[src/rtl/uart_frame_parser.sv]
// uart_frame_parser
//   Extracts SYNC/LEN/payload/XOR-checksum frames from a UART byte strobe and
//   queues the payload of good frames in a FIFO presented as a valid/ready stream.
//   A frame is atomic: it becomes visible only when its checksum matches.
// Ports
//   clk, reset       clock, asynchronous active-high reset
//   rx_done, rx_byte byte strobe and byte from the UART receiver
//   out_data/out_last/out_valid/out_ready  show-ahead payload stream
//   frame_ok, frame_err  one-cycle result pulses
//   err_code         reason of the last dropped frame (0 csum, 1 len, 2 overflow, 3 timeout)
//   busy             parser is inside a frame
module uart_frame_parser #(
    parameter logic [7:0]  SYNC_BYTE   = 8'hA5,
    parameter int unsigned MAX_LEN     = 16,
    parameter int unsigned FIFO_DEPTH  = 16,
    parameter int unsigned TIMEOUT_CYC = 11520
) (
    input  logic       clk,
    input  logic       reset,
    input  logic       rx_done,
    input  logic [7:0] rx_byte,
    output logic [7:0] out_data,
    output logic       out_last,
    output logic       out_valid,
    input  logic       out_ready,
    output logic       frame_ok,
    output logic       frame_err,
    output logic [1:0] err_code,
    output logic       busy
);

    localparam int unsigned AW = $clog2(FIFO_DEPTH);
    localparam int unsigned PW = AW + 1;
    localparam int unsigned TW = $clog2(TIMEOUT_CYC + 1);

    typedef enum logic [1:0] {S_IDLE, S_LEN, S_DATA, S_CSUM} state_t;

    state_t          state, state_nxt;
    logic [PW-1:0]   rd_ptr, cwr_ptr, twr_ptr, cwr_nxt, twr_nxt;
    logic [7:0]      remaining, remaining_nxt;
    logic [7:0]      csum, csum_nxt;
    logic [TW-1:0]   timer, timer_nxt;
    logic            ok_nxt, err_nxt;
    logic [1:0]      code_nxt;
    logic            wr_en_c;
    logic            timeout_c;
    logic            rd_en_c;
    logic [PW-1:0]   used_c;
    logic [8:0]      free_c;
    logic [8:0]      mem [FIFO_DEPTH];
    logic [8:0]      head_c;

    assign used_c    = cwr_ptr - rd_ptr;
    assign free_c    = 9'(FIFO_DEPTH) - 9'(used_c);
    assign out_valid = (cwr_ptr != rd_ptr);
    assign rd_en_c   = out_valid & out_ready;
    assign head_c    = mem[rd_ptr[AW-1:0]];
    // Head is forced to zero while empty so the stream reads as idle after reset.
    assign out_data  = out_valid ? head_c[7:0] : 8'h00;
    assign out_last  = out_valid & head_c[8];
    assign busy      = (state != S_IDLE);
    // A byte arriving on the expiry cycle wins over the timeout.
    assign timeout_c = (state != S_IDLE) && !rx_done && (timer == TW'(TIMEOUT_CYC));

    // State register and datapath registers
    always_ff @(posedge clk or posedge reset) begin
        if (reset) begin
            state     <= S_IDLE;
            rd_ptr    <= '0;
            cwr_ptr   <= '0;
            twr_ptr   <= '0;
            remaining <= '0;
            csum      <= '0;
            timer     <= '0;
            frame_ok  <= 1'b0;
            frame_err <= 1'b0;
            err_code  <= 2'd0;
        end else begin
            state     <= state_nxt;
            cwr_ptr   <= cwr_nxt;
            twr_ptr   <= twr_nxt;
            remaining <= remaining_nxt;
            csum      <= csum_nxt;
            timer     <= timer_nxt;
            frame_ok  <= ok_nxt;
            frame_err <= err_nxt;
            err_code  <= code_nxt;
            if (rd_en_c) rd_ptr <= rd_ptr + PW'(1);
        end
    end

    // Payload storage; no reset needed since contents are only read behind cwr_ptr
    always_ff @(posedge clk) begin
        if (wr_en_c) mem[twr_ptr[AW-1:0]] <= {(remaining == 8'd1), rx_byte};
    end

    // Next-state and datapath control
    always_comb begin
        state_nxt     = state;
        cwr_nxt       = cwr_ptr;
        twr_nxt       = twr_ptr;
        remaining_nxt = remaining;
        csum_nxt      = csum;
        ok_nxt        = 1'b0;
        err_nxt       = 1'b0;
        code_nxt      = err_code;
        wr_en_c       = 1'b0;
        timer_nxt     = (rx_done || state == S_IDLE || timeout_c) ? '0 : timer + TW'(1);

        if (timeout_c) begin
            err_nxt   = 1'b1;
            code_nxt  = 2'd3;
            twr_nxt   = cwr_ptr;
            state_nxt = S_IDLE;
        end else if (rx_done) begin
            case (state)
                S_IDLE: begin
                    if (rx_byte == SYNC_BYTE) state_nxt = S_LEN;
                end
                S_LEN: begin
                    if (rx_byte == 8'd0 || rx_byte > 8'(MAX_LEN)) begin
                        err_nxt   = 1'b1;
                        code_nxt  = 2'd1;
                        state_nxt = S_IDLE;
                    end else if (free_c < 9'(rx_byte)) begin
                        err_nxt   = 1'b1;
                        code_nxt  = 2'd2;
                        state_nxt = S_IDLE;
                    end else begin
                        remaining_nxt = rx_byte;
                        csum_nxt      = rx_byte;
                        twr_nxt       = cwr_ptr;
                        state_nxt     = S_DATA;
                    end
                end
                S_DATA: begin
                    wr_en_c       = 1'b1;
                    twr_nxt       = twr_ptr + PW'(1);
                    csum_nxt      = csum ^ rx_byte;
                    remaining_nxt = remaining - 8'd1;
                    if (remaining == 8'd1) state_nxt = S_CSUM;
                end
                S_CSUM: begin
                    if (rx_byte == csum) begin
                        cwr_nxt = twr_ptr;
                        ok_nxt  = 1'b1;
                    end else begin
                        twr_nxt  = cwr_ptr;
                        err_nxt  = 1'b1;
                        code_nxt = 2'd0;
                    end
                    state_nxt = S_IDLE;
                end
                default: state_nxt = S_IDLE;
            endcase
        end
    end

endmodule

[config.mk]
export PLATFORM = sky130hd
export DESIGN_NAME = uart_frame_parser
export DESIGN_NICKNAME = d
export VERILOG_FILES = /design/src/rtl/uart_frame_parser.sv
export SDC_FILE = /design/constraint.sdc
export NUM_CORES = 1
export LEC_CHECK = 0
export ABC_AREA = 1
export CAP_MARGIN = 20
export CORE_MARGIN = 3
export CORE_UTILIZATION = 55
export DETAILED_ROUTE_END_ITERATION = 8
export GPL_ROUTABILITY_DRIVEN = 1
export HOLD_SLACK_MARGIN = 0.06
export PLACE_DENSITY = 0.85
export SLEW_MARGIN = 20
export SYNTH_ARGS = -nofsm -noshare
export SYNTH_HDL_FRONTEND = slang
export SYNTH_SLANG_ARGS = --single-unit
[constraint.sdc]
create_clock -name clk -period 3 [get_ports clk]
set_input_delay 0.9 -clock clk [delete_from_list [all_inputs] [get_ports clk]]
set_output_delay 0.9 -clock clk [all_outputs]
set_load 0.01 [all_outputs]
==> results.json <==
{
  "run_status": "finished with violations",
  "failing_checks": "setup timing",
  "cts_max_level": 4,
  "synthTopCellsByArea": "sky130_fd_sc_hd__edfxtp_1 (47%), sky130_fd_sc_hd__dfrtp_1 (14%), sky130_fd_sc_hd__nand2_1 (7.4%)",
  "syn-mean-instance-area_sq_um": 10.11,
  "synthToLayoutAreaGrowth_pct": 25.59,
  "cts_num_sinks": 195,
  "static-leakage-power_nw": 4.649,
  "cp.arrival_ps": 2420,
  "synth_nets": 951,
  "worstSetupStartpointType": "flip-flop",
  "yosysUniqueCellTypes": 47,
  "crit_path_top_delay_cell": "sky130_fd_sc_hd__dfrtp_2",
  "num_cts_buffers": 17,
  "clkSlewWorstSetupHoldPaths_ps": 70,
  "utilization_of_the_core_after_routing_pct": 71.89,
  "syn_area_sq_um": 9290,
  "core-area_sq_um": 16230,
  "detailedPlacementHpwl_um": 15270,
  "post_route_cells_drive_above_1_share_pct": 22.54,
  "global_route.overflow_total": 0,
  "tightestPinTransition_ps": 485.6,
  "die_width_um": 136.0,
  "finalNonFillerCells": 1263,
  "rr_startpoint": "rd_ptr[1]$_DFFE_PP0P_",
  "crit_buf_inv": 5,
  "finalCriticalPeriod_ps": 3322,
  "remaining_drc_errors": 0,
  "worstSetupPathDepth": 9,
  "io_pins": 27,
  "detail_route.iter0.violations": 1135,
  "ff2ff_path_depth": 21,
  "netlist.area_leader.share_pct": 46.55,
  "upper_clock_frequency_limit_mhz": 301.0,
  "drt-pass1-iter-count": 6,
  "worst_ep_required_time_ps": 2100,
  "dr_total_vias": 8061,
  "routed_len_inst_um": 23.43,
  "ys_seq_elements": 195,
  "worst_r2r_endpoint": "csum[1]$_DFFE_PP0P_",
  "peak_supply_drop_v": 0.0006599,
  "detail_route.vias_per_cell": 6.382,
  "slew_headroom_pct": 67.53,
  "slew_viol_final": 0,
  "postLayoutSetupSlackWorst_ps": -322.4,
  "power_per_cell_area_nw_per_um2": 984.9,
  "rsz0062_at_grt": "yes",
  "critical_path_max_stage_delay_ps": 450,
  "worstSetupStartpoint": "rd_ptr[0]$_DFFE_PP0P_",
  "synthDominantAreaCellType": "sky130_fd_sc_hd__edfxtp_1",
  "gr-usage-all-layers_pct": 29.32,
  "cp_cell_sequence": "buf_6 -> clkinv_8 -> buf_12 -> clkbuf_16 -> o21ai_0 -> o221ai_1 -> nand3_1 -> a31oi_1 -> buf_2",
  "wirelength_um": 29590,
  "finish.instance_area_sq_um": 11670,
  "ys_warn_count": 0,
  "cells_after_synthesis": 919,
  "asyncSetResetFlopFracSynth_pct": 26.15,
  "worst_hold_slack_ps": 476.6,
  "cts_tree": "done",
  "endpoint_type_of_the_worst_setup_path": "output port",
  "timing.reg2reg.setup_slack_ps": -120,
  "report.power.total_mw": 11.49,
  "gp_weighted_congestion": 0.9099,
  "initial_antenna_violation_count": 0,
  "cell_total_after_placement": 1184,
  "initial_utilization_pct": 57.24,
  "num_antenna_cells": 0,
  "area_of_the_die_sq_um": 18490,
  "ys_top_cells_by_count": "sky130_fd_sc_hd__nand2_1 (184), sky130_fd_sc_hd__edfxtp_1 (144), sky130_fd_sc_hd__nor2_1 (117)",
  "synth.most_common_cell": "sky130_fd_sc_hd__nand2_1",
  "min_period_over_period_pct": 110.7,
  "setup_total_negative_slack_ps": -2938,
  "setup.worst_path.class": "reg -> out",
  "crit_family": "buffers and inverters",
  "antenna_violating_nets_post_route": 0,
  "synth_edf_count": 144,
  "clock-root-buffer": "sky130_fd_sc_hd__clkbuf_16",
  "clkLatencyLatePin_ps": 460,
  "hold_path.class": "reg -> reg",
  "cp_max_fo": 6,
  "clk_path_buf_depth": 2,
  "postPlaceCellArea_sq_um": 10180,
  "synth_sequential_area_ratio_pct": 60.28,
  "maximum_number_of_pins_on_one_net_before_global_route_repair": 52,
  "finalNetCount": 1066,
  "global_route_wire_length_before_repair_um": 40670,
  "grt_pass1_vias": 7447,
  "port-buffer-count": 26,
  "detailedPlace.worstSlack_ps": -30.96,
  "fin_skew_ps": 15.80,
  "critPathCapture": "out_data[0]",
  "cap_violations": 0,
  "ys_dominant_reg_cell": "sky130_fd_sc_hd__edfxtp_1",
  "setup_violations": 33,
  "report.final.hold_viol_count": 0,
  "die_height_um": 136.0,
  "rows": 46
}
-- logic make-up (layout without fill, tap and decap cells) --
family	count (synthesis)	count (layout)	share of synthesized area, %
fa+ha+maj	20	20	2.774
buf+inv	106	231	4.808
xor+xnor	19	19	2.034
simple gates	414	417	19.73
compound gates	165	165	10.37
flops	195	195	60.28
-- worst min path at each step --
stage / from / cells after the start / endpoint
finish: err_code[0]$_DFFE_PP0P_ / 2 / err_code[0]$_DFFE_PP0P_
global route: err_code[0]$_DFFE_PP0P_ / 2 / err_code[0]$_DFFE_PP0P_
CTS: err_code[0]$_DFFE_PP0P_ / 2 / err_code[0]$_DFFE_PP0P_
detailed placement: err_code[0]$_DFFE_PP0P_ / 2 / err_code[0]$_DFFE_PP0P_
global placement: err_code[0]$_DFFE_PP0P_ / 2 / err_code[0]$_DFFE_PP0P_
floorplan: timer[0]$_DFF_PP0_ / 1 / timer[0]$_DFF_PP0_
-- worst min-delay path: cells and delay by family (launching register included) --
kind          cells  cell delay (ps)
simple gates      2               90
flops             1              350
-- report_power, final --
group / total, mW / internal [mW] / leakage, nW / switching, mW
clock network: 2.33 / 1.19 / 0.286 / 1.14
logic: 5.81 / 2.45 / 2.39 / 3.35
registers: 3.35 / 3.11 / 1.98 / 0.239
total: 11.5 / 6.75 / 4.65 / 4.74
-- flip-flops by register name, summed over array words and instances (netlist names) --
| register | cells |
|---|---|
| csum | 8 |
| cwr_ptr | 5 |
| err_code | 2 |
| frame_err | 1 |
| frame_ok | 1 |
| mem | 144 |
| rd_ptr | 5 |
| remaining | 8 |
| state | 2 |
| timer | 14 |
| twr_ptr | 5 |
-- repair_timing --
item | CTS | global route
pin swaps | 26 | 45
setup buffers | 11 | 21
gates resized for setup | 67 | 81
hold buffers | 0 | 0
gates cloned | 10 | 6
endpoints found under the setup margin | 31 | 35
hold endpoints to repair | 0 | 0
-- placed cells by master (no fill, tap or decap), types with 3 or more instances in the layout --
| cell type | Yosys | final |
|---|---|---|
| sky130_fd_sc_hd__inv_6 | 0 | 5 |
| sky130_fd_sc_hd__o22ai_1 | 20 | 18 |
| sky130_fd_sc_hd__clkinv_8 | 0 | 3 |
| sky130_fd_sc_hd__o221ai_2 | 0 | 8 |
| sky130_fd_sc_hd__buf_2 | 12 | 9 |
| sky130_fd_sc_hd__clkinvlp_4 | 0 | 3 |
| sky130_fd_sc_hd__clkdlybuf4s50_1 | 0 | 16 |
| sky130_fd_sc_hd__inv_2 | 10 | 12 |
| sky130_fd_sc_hd__nor2_4 | 5 | 7 |
| sky130_fd_sc_hd__o21a_1 | 4 | 4 |
| sky130_fd_sc_hd__nand3_2 | 5 | 9 |
| sky130_fd_sc_hd__ha_1 | 19 | 16 |
| sky130_fd_sc_hd__nor3_1 | 19 | 18 |
| sky130_fd_sc_hd__xor2_1 | 9 | 9 |
| sky130_fd_sc_hd__inv_8 | 0 | 3 |
| sky130_fd_sc_hd__nand4_1 | 5 | 5 |
| sky130_fd_sc_hd__nand2_4 | 1 | 4 |
| sky130_fd_sc_hd__edfxtp_1 | 144 | 144 |
| sky130_fd_sc_hd__buf_16 | 0 | 3 |
| sky130_fd_sc_hd__nor2_2 | 5 | 9 |
| sky130_fd_sc_hd__nand3_1 | 54 | 49 |
| sky130_fd_sc_hd__buf_4 | 1 | 66 |
| sky130_fd_sc_hd__nor2_1 | 117 | 111 |
| sky130_fd_sc_hd__nand2_2 | 8 | 12 |
| sky130_fd_sc_hd__o21ai_0 | 90 | 66 |
| sky130_fd_sc_hd__buf_12 | 1 | 11 |
| sky130_fd_sc_hd__clkbuf_16 | 0 | 22 |
| sky130_fd_sc_hd__a21oi_2 | 1 | 4 |
| sky130_fd_sc_hd__bufbuf_16 | 0 | 3 |
| sky130_fd_sc_hd__buf_6 | 1 | 10 |
| sky130_fd_sc_hd__a31oi_1 | 10 | 10 |
| sky130_fd_sc_hd__o21ai_1 | 3 | 24 |
| sky130_fd_sc_hd__nor3b_1 | 3 | 3 |
| sky130_fd_sc_hd__o221ai_1 | 17 | 9 |
| sky130_fd_sc_hd__nand2_1 | 184 | 177 |
| sky130_fd_sc_hd__xnor2_1 | 7 | 7 |
| sky130_fd_sc_hd__a21oi_1 | 17 | 14 |
| sky130_fd_sc_hd__dfrtp_1 | 51 | 49 |
| sky130_fd_sc_hd__inv_1 | 58 | 55 |
-- area by class of cell --
cell class	count	area, sq um
sequential	195	5603
fill	1015	4563
multi-input combinational	621	3530
timing repair buffer	126	1374
clock buffer	17	425.4
inverter	73	300.3
tap	216	270.3
clock inverter	15	165.2
-- routing by layer --
layer / track usage [%] / vias up / routed length, um
li1: - / 3440 / -
met2: 47.93 / 656 / 14390
met1: 37.56 / 3804 / 10090
met5: 0 / - / 0
met4: 13.61 / 0 / 1634
met3: 6.514 / 161 / 3476
Power figures use the tool's default switching activity.
